<file path="src/rtl/mult_result_collector.sv">
// mult_result_collector
// Follows each frame of the 8x8 sequential shift-add multiplier from operand
// sampling to product valid. Captures the product together with a user tag
// into a small first-word-fall-through FIFO, and presents the results on a
// valid/ready stream. Sticky flags report dropped captures (FIFO full) and
// frames that restart while a previous frame is still pending.

module mult_result_collector #(
    parameter int DEPTH   = 4,   // FIFO entries, power of two, >= 2
    parameter int LATENCY = 9,   // frame_start to product valid, 2..15
    parameter int TAGW    = 4    // tag width
) (
    input  logic                     clk,
    input  logic                     rst,          // async, active-low
    input  logic                     frame_start,
    input  logic [TAGW-1:0]          frame_tag,
    input  logic [15:0]              prod,
    output logic                     res_valid,
    input  logic                     res_ready,
    output logic [15:0]              res_data,
    output logic [TAGW-1:0]          res_tag,
    output logic [$clog2(DEPTH):0]   fill,
    output logic                     overflow,
    output logic                     frame_err,
    input  logic                     clr_flags
);

    localparam int              AW      = $clog2(DEPTH);
    localparam logic [3:0]      LAT     = 4'(LATENCY);
    localparam logic [AW:0]     FULL    = (AW + 1)'(DEPTH);
    localparam logic [AW-1:0]   PTR_ONE = AW'(1);

    // One FIFO entry: the tag travels alongside the unmodified product.
    typedef struct packed {
        logic [TAGW-1:0] tag;
        logic [15:0]     data;
    } entry_t;

    // ------------------------------------------------------------------
    // State
    // ------------------------------------------------------------------
    logic [3:0]       r_cnt;        // frame countdown, 0 = idle
    logic [TAGW-1:0]  r_tag;        // tag of the pending frame
    entry_t           r_mem [DEPTH];
    logic [AW-1:0]    r_wptr;
    logic [AW-1:0]    r_rptr;
    logic [AW:0]      r_count;      // occupancy, 0..DEPTH
    logic             r_overflow;
    logic             r_frame_err;

    // ------------------------------------------------------------------
    // Combinational control
    // ------------------------------------------------------------------
    logic   w_capture;      // product is on prod this cycle
    logic   w_empty;
    logic   w_full;
    logic   w_pop;
    logic   w_push;
    logic   w_drop;         // capture lost because the FIFO stays full
    logic   w_restart;      // frame_start while a frame is pending
    entry_t w_head;
    entry_t w_new;

    assign w_capture = (r_cnt == 4'd1);
    assign w_empty   = (r_count == '0);
    assign w_full    = (r_count == FULL);
    // Pop only when something is held; ready on an empty FIFO is ignored.
    assign w_pop     = !w_empty && res_ready;
    // A full FIFO still accepts a capture when the head leaves in the same cycle.
    assign w_push    = w_capture && (!w_full || w_pop);
    assign w_drop    = w_capture && w_full && !w_pop;
    assign w_restart = frame_start && (r_cnt != 4'd0);
    assign w_new     = '{tag: r_tag, data: prod};
    assign w_head    = r_mem[r_rptr];

    // ------------------------------------------------------------------
    // Frame tracker: load on frame_start, count down, release after capture.
    // A restart while cnt>1 simply reloads, abandoning the pending frame;
    // a restart at cnt==1 still captures because w_capture uses the old count.
    // ------------------------------------------------------------------
    // Track the in-flight frame and latch its tag.
    always_ff @(posedge clk or negedge rst) begin
        if (!rst) begin
            r_cnt <= 4'd0;
            r_tag <= '0;
        end else if (frame_start) begin
            // NOTE: sequential state uses non-blocking assignments so every
            // register in this block sees the pre-edge values of the others
            // (the capture below relies on r_tag still holding the old frame).
            r_cnt <= LAT;
            r_tag <= frame_tag;
        end else if (r_cnt > 4'd1) begin
            r_cnt <= r_cnt - 4'd1;
        end else if (w_capture) begin
            r_cnt <= 4'd0;
        end
    end

    // ------------------------------------------------------------------
    // FIFO storage
    // ------------------------------------------------------------------
    // Write the captured entry at the tail.
    always_ff @(posedge clk) begin
        // NOTE: the storage array has no reset; an entry is only ever read
        // after it has been written, because reads are gated by r_count.
        if (w_push) begin
            r_mem[r_wptr] <= w_new;
        end
    end

    // Advance the pointers and occupancy on push/pop; reset discards contents.
    always_ff @(posedge clk or negedge rst) begin
        if (!rst) begin
            r_wptr  <= '0;
            r_rptr  <= '0;
            r_count <= '0;
        end else begin
            if (w_push) begin
                r_wptr <= r_wptr + PTR_ONE;
            end
            if (w_pop) begin
                r_rptr <= r_rptr + PTR_ONE;
            end
            case ({w_push, w_pop})
                2'b10:   r_count <= r_count + 1'b1;
                2'b01:   r_count <= r_count - 1'b1;
                default: r_count <= r_count;
            endcase
        end
    end

    // ------------------------------------------------------------------
    // Sticky flags: a new set event wins over a clear in the same cycle.
    // ------------------------------------------------------------------
    // Hold overflow/frame_err until explicitly cleared.
    always_ff @(posedge clk or negedge rst) begin
        if (!rst) begin
            r_overflow  <= 1'b0;
            r_frame_err <= 1'b0;
        end else begin
            if (w_drop) begin
                r_overflow <= 1'b1;
            end else if (clr_flags) begin
                r_overflow <= 1'b0;
            end

            if (w_restart) begin
                r_frame_err <= 1'b1;
            end else if (clr_flags) begin
                r_frame_err <= 1'b0;
            end
        end
    end

    // ------------------------------------------------------------------
    // Outputs: all derived from registered state, so res_valid has no path
    // from res_ready. Head fields read as zero while the FIFO is empty.
    // ------------------------------------------------------------------
    assign res_valid = !w_empty;
    assign res_data  = w_empty ? 16'd0 : w_head.data;
    assign res_tag   = w_empty ? '0    : w_head.tag;
    assign fill      = r_count;
    assign overflow  = r_overflow;
    assign frame_err = r_frame_err;

endmodule

</file>
<file path="config.mk">
export PLATFORM = sky130hd
export DESIGN_NAME = mult_result_collector
export DESIGN_NICKNAME = d
export VERILOG_FILES = /design/src/rtl/mult_result_collector.sv
export SDC_FILE = /design/constraint.sdc
export NUM_CORES = 1
export LEC_CHECK = 0
export ABC_AREA = 1
export CAP_MARGIN = 0
export CORE_ASPECT_RATIO = 0.9
export CORE_MARGIN = 10
export CORE_UTILIZATION = 30
export CTS_CLUSTER_DIAMETER = 200
export DETAILED_ROUTE_END_ITERATION = 12
export DONT_BUFFER_PORTS = 1
export HOLD_SLACK_MARGIN = 0.1
export PLACE_DENSITY_LB_ADDON = 0.12
export SLEW_MARGIN = 5
export SYNTH_ARGS = -nofsm -noshare
export SYNTH_HDL_FRONTEND = slang
export SYNTH_SLANG_ARGS = --single-unit
</file>
<file path="constraint.sdc">
create_clock -name clk -period 2.8 [get_ports clk]
set_input_delay 0.56 -clock clk [delete_from_list [all_inputs] [get_ports clk]]
set_output_delay 0.56 -clock clk [all_outputs]
set_load 0.01 [all_outputs]
</file>
* After elaboration in Yosys (flattened, before gate mapping) *
Memories as Yosys holds them, arrays and structs flattened.
Cells that the tools add are included.

operators by class
  $add $sub $neg = 5
  multiply operators = 0
  div/mod/pow operators = 0
  $lt $le $gt $ge = 1
  eq/ne operators = 4
  shift operators = 0
  multiplexer cells = 11
  bitwise logic cells = 0
  reductions and logical operators = 15

operator list
  cell                                                           number
  two-way mux 16 bit                                             1
  two-way mux 4 bit                                              4
  case mux 3 bit (2 select lines)                                1
  nonzero test 2 bit                                             3
  logical AND 1 bit                                              5
  two-way mux 1 bit                                              5
  adder 2 x 1 -> 2 bit, second input constant                    2
  equality test 4 x 1 -> 1 bit, second input constant            1
  greater-than comparator 4 x 1 -> 1 bit, second input constant  1
  nonzero test 4 bit                                             1
  subtractor 4 x 1 -> 4 bit, second input constant               1
  adder 3 x 1 -> 3 bit, second input constant                    1
  equality test 3 bit, second input constant                     1
  logical NOT 1 bit                                              3
  logical NOT 3 bit                                              1
  nonzero test 3 bit                                             1
  subtractor 3 x 1 -> 3 bit, second input constant               1
  equality test 2 x 1 -> 1 bit, second input constant            1
  equality test 2 bit, second input constant                     1
  logical OR 1 bit                                               1

storage, ports and cells
  flip-flop bits (word level) = 17
  bits in latches = 0
  memory bits (writable) = 80
  memory bits (read-only) = 0
  input bits = 25
  output and inout port bits = 26
  logic and storage cells = 44
  memories kept = 1

memory list
  memory  depth  bits a word  read ports  clocked after Yosys merged registers in  wr ports  RTL line  source
  r_mem   4      20           1           0                                        1         44        entry_t r_mem [DEPTH];

* Longest topological paths before layout *
Gate-level depths: netlist (run 1).

  depth after elaboration = 7
  depth in mapped cells = 11
  mapped depth without buffers = 11

* Worst setup path before layout (run 1) *
Ideal clock, no wire load.

  path kind = register to register
  start point = register r_cnt[1]
  end point = memory r_mem[0][0] in the netlist's numbering, enable pin
  setup time = 397 ps
  arrival time = 1791 ps
  required time = 2403 ps
  slack = 613 ps
  stages on the path, launching flop included = 7
  path buffers = 0
  period minus slack after synthesis = 2187 ps
  path through = dfrtp_1 inv_1 ha_1 nand2_2 inv_1 nand2_2 nor2_1

between the ends
  longest elaborated chain between the ends = 4

ends and longest elaborated chain
  element                                  RTL line  source
  start, declared                          42        logic [3:0] r_cnt;
  start signal, assigned                   93        r_cnt <= r_cnt - 4'd1;
  equality test 4 x 1 -> 1 bit             64        assign w_capture = (r_cnt == 4'd1);
  logical AND 1 bit                        70        assign w_push = w_capture && (!w_full || w_pop);
  two-way mux 1 bit                        106       if (w_push) begin
  two-way mux 1 bit (not written as such)  107       r_mem[r_wptr] <= w_new;
  end, declared                            44

Every way passes these cells.

* Worst setup path in the final report (run 1) *
  start point = register r_rptr[1]
  end point = output port res_tag[2]

between the ends
  longest elaborated chain between the ends = 2

ends and longest elaborated chain
  element                   RTL line  source
  start, declared           46        logic [AW-1:0] r_rptr;
  start signal, assigned    122       r_rptr <= r_rptr + PTR_ONE;
  memory read (4 x 20 bit)  n/a
  two-way mux 4 bit         161       assign res_tag = w_empty ? '0 : w_head.tag;
  end, declared             21        output logic [TAGW-1:0] res_tag,

Every way passes these cells.

==> results by group, run 1 <==
Timing
  – Fin. max-slew vios: 0
  – Period utilization: 82.59%
  – Setup TNS: 0 ns
  – # setup viols final: 0
  – Final hold violations: 0
  – Fmax: 432.4 MHz
  – Relative slew margins: 43.10%
  – Hold slack: 0.2824 ns
  – Final setup skew: 0.007156 ns
  – Post-layout minimum cycle time: 2.313 ns
  – Worst slew pin tran: 0.8507 ns
  – RSZ-0062 raised after global routing: false

Global route
  – Antenna violations before repair: 0
  – First-pass GRT wire length: 13710 um
  – Met3 Use GR: 4.468%
  – Met1 usage: 11.39%
  – GRT Total Usage: 9.940%
  – M2 GR Usage: 16.03%
  – Largest net degree at the start of global routing: 42
  – GRT overflow: 0
  – Vias in the first global route: 2363
  – Global routing's busiest layer: met2

Placed design
  – Port buffer count: 0
  – Hpwl dp: 5875 um
  – Routability Congestion: 0.7395

Die
  – Cell Rows: 40
  – Core ar.: 13260 um2
  – IO Pins: 51
  – Die Wd: 142.2 um
  – Chip height: 129.9 um
  – Initial Util: 30.38%
  – Die footprint: 18470 um2

Hold path
  – HP Class: input port to flip-flop
  – Min-delay src: frame_start
  – WHS Endpoint: r_cnt[2]$_DFFE_PN0P_
  – WHS Path Cells: 1

Finish
  – Area Growth Syn to Fin: 12.86%
  – Share of layout cells above drive strength 1: 11.33%
  – Commonest non-fill, non-tap cell in the layout: nor2_1
  – Nets: 381
  – Fin util: 34.28%
  – Most frequent cells in the layout: 86 x nor2_1, 80 x edfxtp_1, 27 x o21ai_1
  – Number of fill cells: 1299
  – Area of the multi-input gates: 1025 um2
  – Ant. Diodes: 0
  – Reg area: 2828 um2

Logic synthesis
  – Synthesized net count: 376
  – Yosys warns: 0
  – Yosys reg bits: 97
  – Sequential area share after synthesis: 70.19%
  – Cells after Synth: 343
  – Synthesized area per cell: 11.75 um2
  – Post-synth EDFFs: 80
  – Yosys cell types: 26
  – Mapped Area: 4029 um2
  – Ys flop type: edfxtp_1
  – Synth async-reset ratio: 17.53%

Clock network
  – Clock Latency Late Sink: 0.34 ns
  – H-tree depth: 3
  – CTS tree: yes
  – CTS Root Cell: clkbuf_16
  – Max Buffers Root-to-Sink: 2
  – Clock sinks: 97
  – Clock slew at reported path FFs: 0.06 ns
  – Clock buffer count from CTS: 9
  – Resized Gates After CTS: 0

Route
  – Post-route antenna net violation count: 0
  – DRT Pass-1 Iters: 4
  – DRT iter0 DRCs: 141
  – Vias per cell: 4.580
  – DRC: 0
  – WL per Instance: 17.06 um
  – WL final: 8889 um
  – Via Count: 2386

Power
  – Total Power: 4.641 mW
  – VDD IR max: 0.3447 mV
  – P_leak: 1.643 nW
  – Pwr per Cell Area: 1021 nW/um2

Status
  – Outcome: finished, final reports clean

Critical path
  – Max incr delay on CP: 0.56 ns
  – Largest delay share family, worst path: flip-flops
  – CP max stage cell: dfrtp_1
  – Worst r2r src: r_cnt[1]$_DFFE_PN0P_
  – Startpoint Class: flip-flop
  – Reg2reg end: r_mem[3][6]$_DFFE_PP_
  – Setup crit end kind: output pin
  – Critical path class: flip-flop to output pin
  – R2r setup slk: 0.72 ns
  – CP Buf/Inv Count: 1
  – Worst path required time: 2.24 ns
  – Worst Reg-to-Reg Cells: 7
  – Critical path cell sequence: inv_2, nor2_1, o21ai_0, a21oi_1
  – Critical path arrival: 1.75 ns
  – Worst Path Max Fanout: 20

Flow run
  – Max-cap violations: 0
## kinds of logic after synthesis
group | after synthesis | share of synthesized area, %
fa+ha+maj | 8 | 2.671
buf+inv | 39 | 4.627
compound gates | 69 | 8.727
simple gates | 125 | 12.70
xor+xnor | 5 | 1.087
flops | 97 | 70.19
## sequential cells by signal (all words and copies together), names as in the netlist
name,count
r_mem,80
r_cnt,4
r_tag,4
fill,3
r_rptr,2
r_wptr,2
frame_err,1
overflow,1
## per-layer routing
metal  vias up  routed length (um)
met2        49                4387
li1       1175                   -
met4         0                  77
met5         -                   0
met3         7                 660
met1      1155                3763
## power by group
part           switching (mW)  internal (mW)  total [mW]
clock network           0.518          0.694        1.21
registers               0.133           1.77        1.90
logic                    1.05          0.474        1.53
total                    1.70           2.94        4.64
## cells in the mapped netlist, types with 2 or more instances
| cell | n | area, um2 |
|---|---|---|
| o21ai_0 | 16 | 80.08 |
| nand3_2 | 2 | 20.02 |
| nor2_1 | 90 | 337.8 |
| clkbuf_1 | 3 | 11.26 |
| nor2_2 | 3 | 18.77 |
| a21oi_1 | 23 | 115.1 |
| ha_1 | 7 | 87.58 |
| inv_2 | 3 | 11.26 |
| dfrtp_1 | 17 | 425.4 |
| nand3_1 | 3 | 15.01 |
| buf_6 | 4 | 45.04 |
| nand2_2 | 4 | 25.02 |
| o21ai_1 | 27 | 135.1 |
| buf_2 | 8 | 40.04 |
| xor2_1 | 4 | 35.03 |
| nand2_1 | 21 | 78.83 |
| edfxtp_1 | 80 | 2402 |
| inv_1 | 20 | 75.07 |
## worst max-delay path by stage
| stage | start | end | slack (ns) | cells after the start |
|---|---|---|---|---|
| after floorplan | r_cnt[1]$_DFFE_PN0P_ | r_mem[0][0]$_DFFE_PP_ | 0.61 | 6 |
| after global placement | r_cnt[1]$_DFFE_PN0P_ | r_mem[3][2]$_DFFE_PP_ | 0.79 | 7 |
| after detailed placement | r_cnt[1]$_DFFE_PN0P_ | r_mem[3][7]$_DFFE_PP_ | 0.69 | 7 |
| after CTS | r_rptr[1]$_DFFE_PN0N_ | res_tag[2] | 0.42 | 4 |
| after global routing | r_rptr[1]$_DFFE_PN0N_ | res_tag[2] | 0.31 | 4 |
| final | r_rptr[1]$_DFFE_PN0N_ | res_tag[2] | 0.49 | 4 |
## cell type report
cell class / count / area share [%]
flip-flops and latches: 97 / 62.19
multi-input cells: 207 / 22.54
clock buffers: 10 / 5.036
well taps: 168 / 4.623
repair buffers: 10 / 2.256
inverters: 23 / 1.899
clock inverters: 6 / 1.458
## timing repair
item                      4_1_cts  5_1_grt
buffers inserted                0        0
hold buffers                    1        0
hold endpoints to repair       17        0
## stage by stage
stage / area [um2] / setup WS (ns) / instances
floorplan: 4029 / 0.6127 / 343
global placement: 4242 / 0.7893 / 504
detailed placement: 4242 / 0.6865 / 504
CTS: 4547 / 0.4204 / 521
global route: 4547 / 0.3123 / 521
finish: 4547 / 0.4874 / 521
Power figures use the tool's default switching activity.
==> run 2, diff against run 1 <==
clock period = 2.4 ns   (was 2.8 ns; I/O delays follow)
==> run 2 against run 1 <==
Compared with the run above: die area is the same; clock power grew 19%; sequential share of layout area up 0.22 points; clock skew grew 0.0010 ns; critical path type unchanged; critical endpoint is now res_data[14]; highest routed layer unchanged.
==> results by group, run 2 (synthesis results as in run 1) <==
Die
  – Die Wd: 142.2 um (unchanged)
  – Core ar.: 13260 um2 (unchanged)
  – Die footprint: 18470 um2 (unchanged)
  – Chip height: 129.9 um (unchanged)
  – Cell Rows: 40 (unchanged)
  – IO Pins: 51 (unchanged)
  – Initial Util: 30.38% (unchanged)

Clock network
  – Post-CTS Setup Bufs: 0 (unchanged)
  – Clock buffer count from CTS: 9 (unchanged)
  – H-tree depth: 3 (unchanged)
  – CTS Root Cell: clkbuf_16
  – Max Buffers Root-to-Sink: 2 (unchanged)
  – CTS tree: yes
  – Clock Latency Late Sink: 0.34 ns (about the same)
  – Clock slew at reported path FFs: 0.06 ns (about the same)
  – Clock sinks: 97 (unchanged)

Power
  – Switching part of the total: 36.45% (-0.25 points)
  – Combinational power share: 32.6% (-0.3 points)
  – VDD IR max: 0.3731 mV (+8.2%)
  – Power share of the sequential group: 40.9% (about the same)
  – Internal Power: 3.451 mW (+17%)
  – Psw: 1.979 mW (+16%)
  – Clock network power share: 26.5% (+0.4 points)
  – P_leak: 1.646 nW (+0.16%)
  – Total Power: 5.430 mW (+17%)
  – Pwr per Cell Area: 1198 nW/um2 (+17%)

Finish
  – Ant. Diodes: 0 (unchanged)
  – Most frequent cells in the layout: 86 x nor2_1, 80 x edfxtp_1, 27 x o21ai_1
  – Area Growth Syn to Fin: 12.52%
  – Design Area, Final: 4533 um2 (-0.30%)
  – Top reg by flops: r_mem
  – Share of layout cells above drive strength 1: 11.86% (+0.53 points)
  – Regs by FF count: r_mem: 80 flops, r_cnt: 4 flops, r_tag: 4 flops
  – Nets: 382 (+0.26%)
  – Max reg flops: 80 (unchanged)
  – Commonest non-fill, non-tap cell in the layout: nor2_1

Timing
  – Setup TNS: 0 ns (unchanged)
  – Worst slew pin tran: 0.8735 ns (+0.02281 ns)
  – RSZ-0062 raised after global routing: false
  – Post-layout minimum cycle time: 2.194 ns
  – Relative slew margins: 41.58% (-1.5 points)
  – Fin. max-slew vios: 0 (unchanged)
  – Final hold violations: 0 (unchanged)
  – Fmax: 455.8 MHz
  – # setup viols final: 0 (unchanged)
  – Final setup skew: 0.008159 ns (+0.001003 ns)
  – Period utilization: 91.41%

Placed design
  – Hpwl dp: 5689 um (-3.2%)
  – Routability Congestion: 0.7429 (+0.46%)
  – Port buffer count: 0 (unchanged)
  – DP Area: 4224 um2 (-0.41%)

Global route
  – Global routing's busiest layer: met2
  – Vias in the first global route: 2337 (-1.1%)
  – Met3 Use GR: 4.504% (+0.036 points)
  – Met1 usage: 11.94% (+0.55 points)
  – Antenna violations before repair: 0 (unchanged)
  – GRT Total Usage: 9.975% (+0.036 points)
  – GRT overflow: 0 (unchanged)
  – M2 GR Usage: 15.62% (-0.41 points)
  – Largest net degree at the start of global routing: 28 (-33%)
  – First-pass GRT wire length: 13770 um (+0.45%)

Critical path
  – Startpoint Class: flip-flop
  – Setup crit end kind: output pin
  – Worst Path Max Fanout: 20 (unchanged)
  – Critical path arrival: 1.71 ns (-0.04 ns)
  – Worst path required time: 1.92 ns (-0.32 ns)
  – Critical path class: flip-flop to output pin

Route
  – Vias per cell: 4.557 (-0.48%)
  – WL per Instance: 17.16 um (+0.57%)
  – DRT iter0 DRCs: 136 (-3.5%)
  – WL final: 8957 um (+0.76%)
  – Post-route antenna net violation count: 0 (unchanged)
  – DRC: 0 (unchanged)
  – Via Count: 2379 (-0.29%)
  – DRT Pass-1 Iters: 4 (unchanged)

Hold path
  – HP Class: input port to flip-flop

Status
  – Outcome: finished, final reports clean

Flow run
  – Max-cap violations: 0 (unchanged)
run 2: cell type report:
type,instances,area (um2)
tap,168,210.2
clock inverter,4,51.30
clock buffer,12,246.5
multi-input combinational,207,1025
timing repair buffer,11,85.08
fill,1313,8730
sequential,97,2829
inverter,23,86.33
run 2: timing repair:
action | CTS | global route
endpoints found under the hold margin | 17 | 0
hold buffers | 1 | 0
setup endpoints to repair | 0 | 2
gates resized for setup | 0 | 1
run 2: through the flow:
stage / hold WS [ns] / setup WS, ns / std cells / util [%]
global route: 0.1824 / 0.03054 / 522 / 34.18
CTS: 0.1917 / 0.1277 / 522 / 34.17
detailed placement: 0.1852 / 0.5102 / 505 / 31.85
finish: 0.2059 / 0.2062 / 522 / 34.18
global placement: 0.1852 / 0.5347 / 505 / 31.85
floorplan: 0.1844 / 0.2127 / 343 / -
run 2: power by group through the flow:
stage	Clock (mW)	Sequential, mW	Combinational [mW]
after floorplan	0	2.20	1.44
after global placement	0	2.25	1.81
after detailed placement	0	2.26	1.82
after CTS	1.49	2.23	1.83
after global routing	1.56	2.26	2.02
final	1.44	2.22	1.77
run 2: metal layers:
layer	wire, um	share of wire, %
met2	4405	49
met4	70	0.78
met1	3882	43
met3	598	6.7
met5	0	0
run 2: final timing paths:
| kind | from | endpoint | slack (ns) | depth (start not counted) |
|---|---|---|---|---|
| setup / recovery | fill[0]$_DFFE_PN0P_ | res_data[14] | 0.21 | 4 |
| hold reg to reg | r_tag[2]$_DFFE_PN0P_ | r_mem[1][18]$_DFFE_PP_ | 0.52 | 0 |
| min in group asynchronous | rst | fill[0]$_DFFE_PN0P_ | 0.70 | 1 |
| hold / removal | frame_start | r_cnt[2]$_DFFE_PN0P_ | 0.21 | 1 |
| setup reg to reg | r_cnt[1]$_DFFE_PN0P_ | r_mem[1][6]$_DFFE_PP_ | 0.56 | 7 |
| max in group asynchronous | rst | r_rptr[1]$_DFFE_PN0N_ | 1.11 | 1 |
run 2: critical path, cell delays in order, from the launching register on:
cell,delay (ns)
dfrtp_1,0.47
nor2_2,0.14
nand2_2,0.16
inv_2,0.40
a21oi_1,0.19
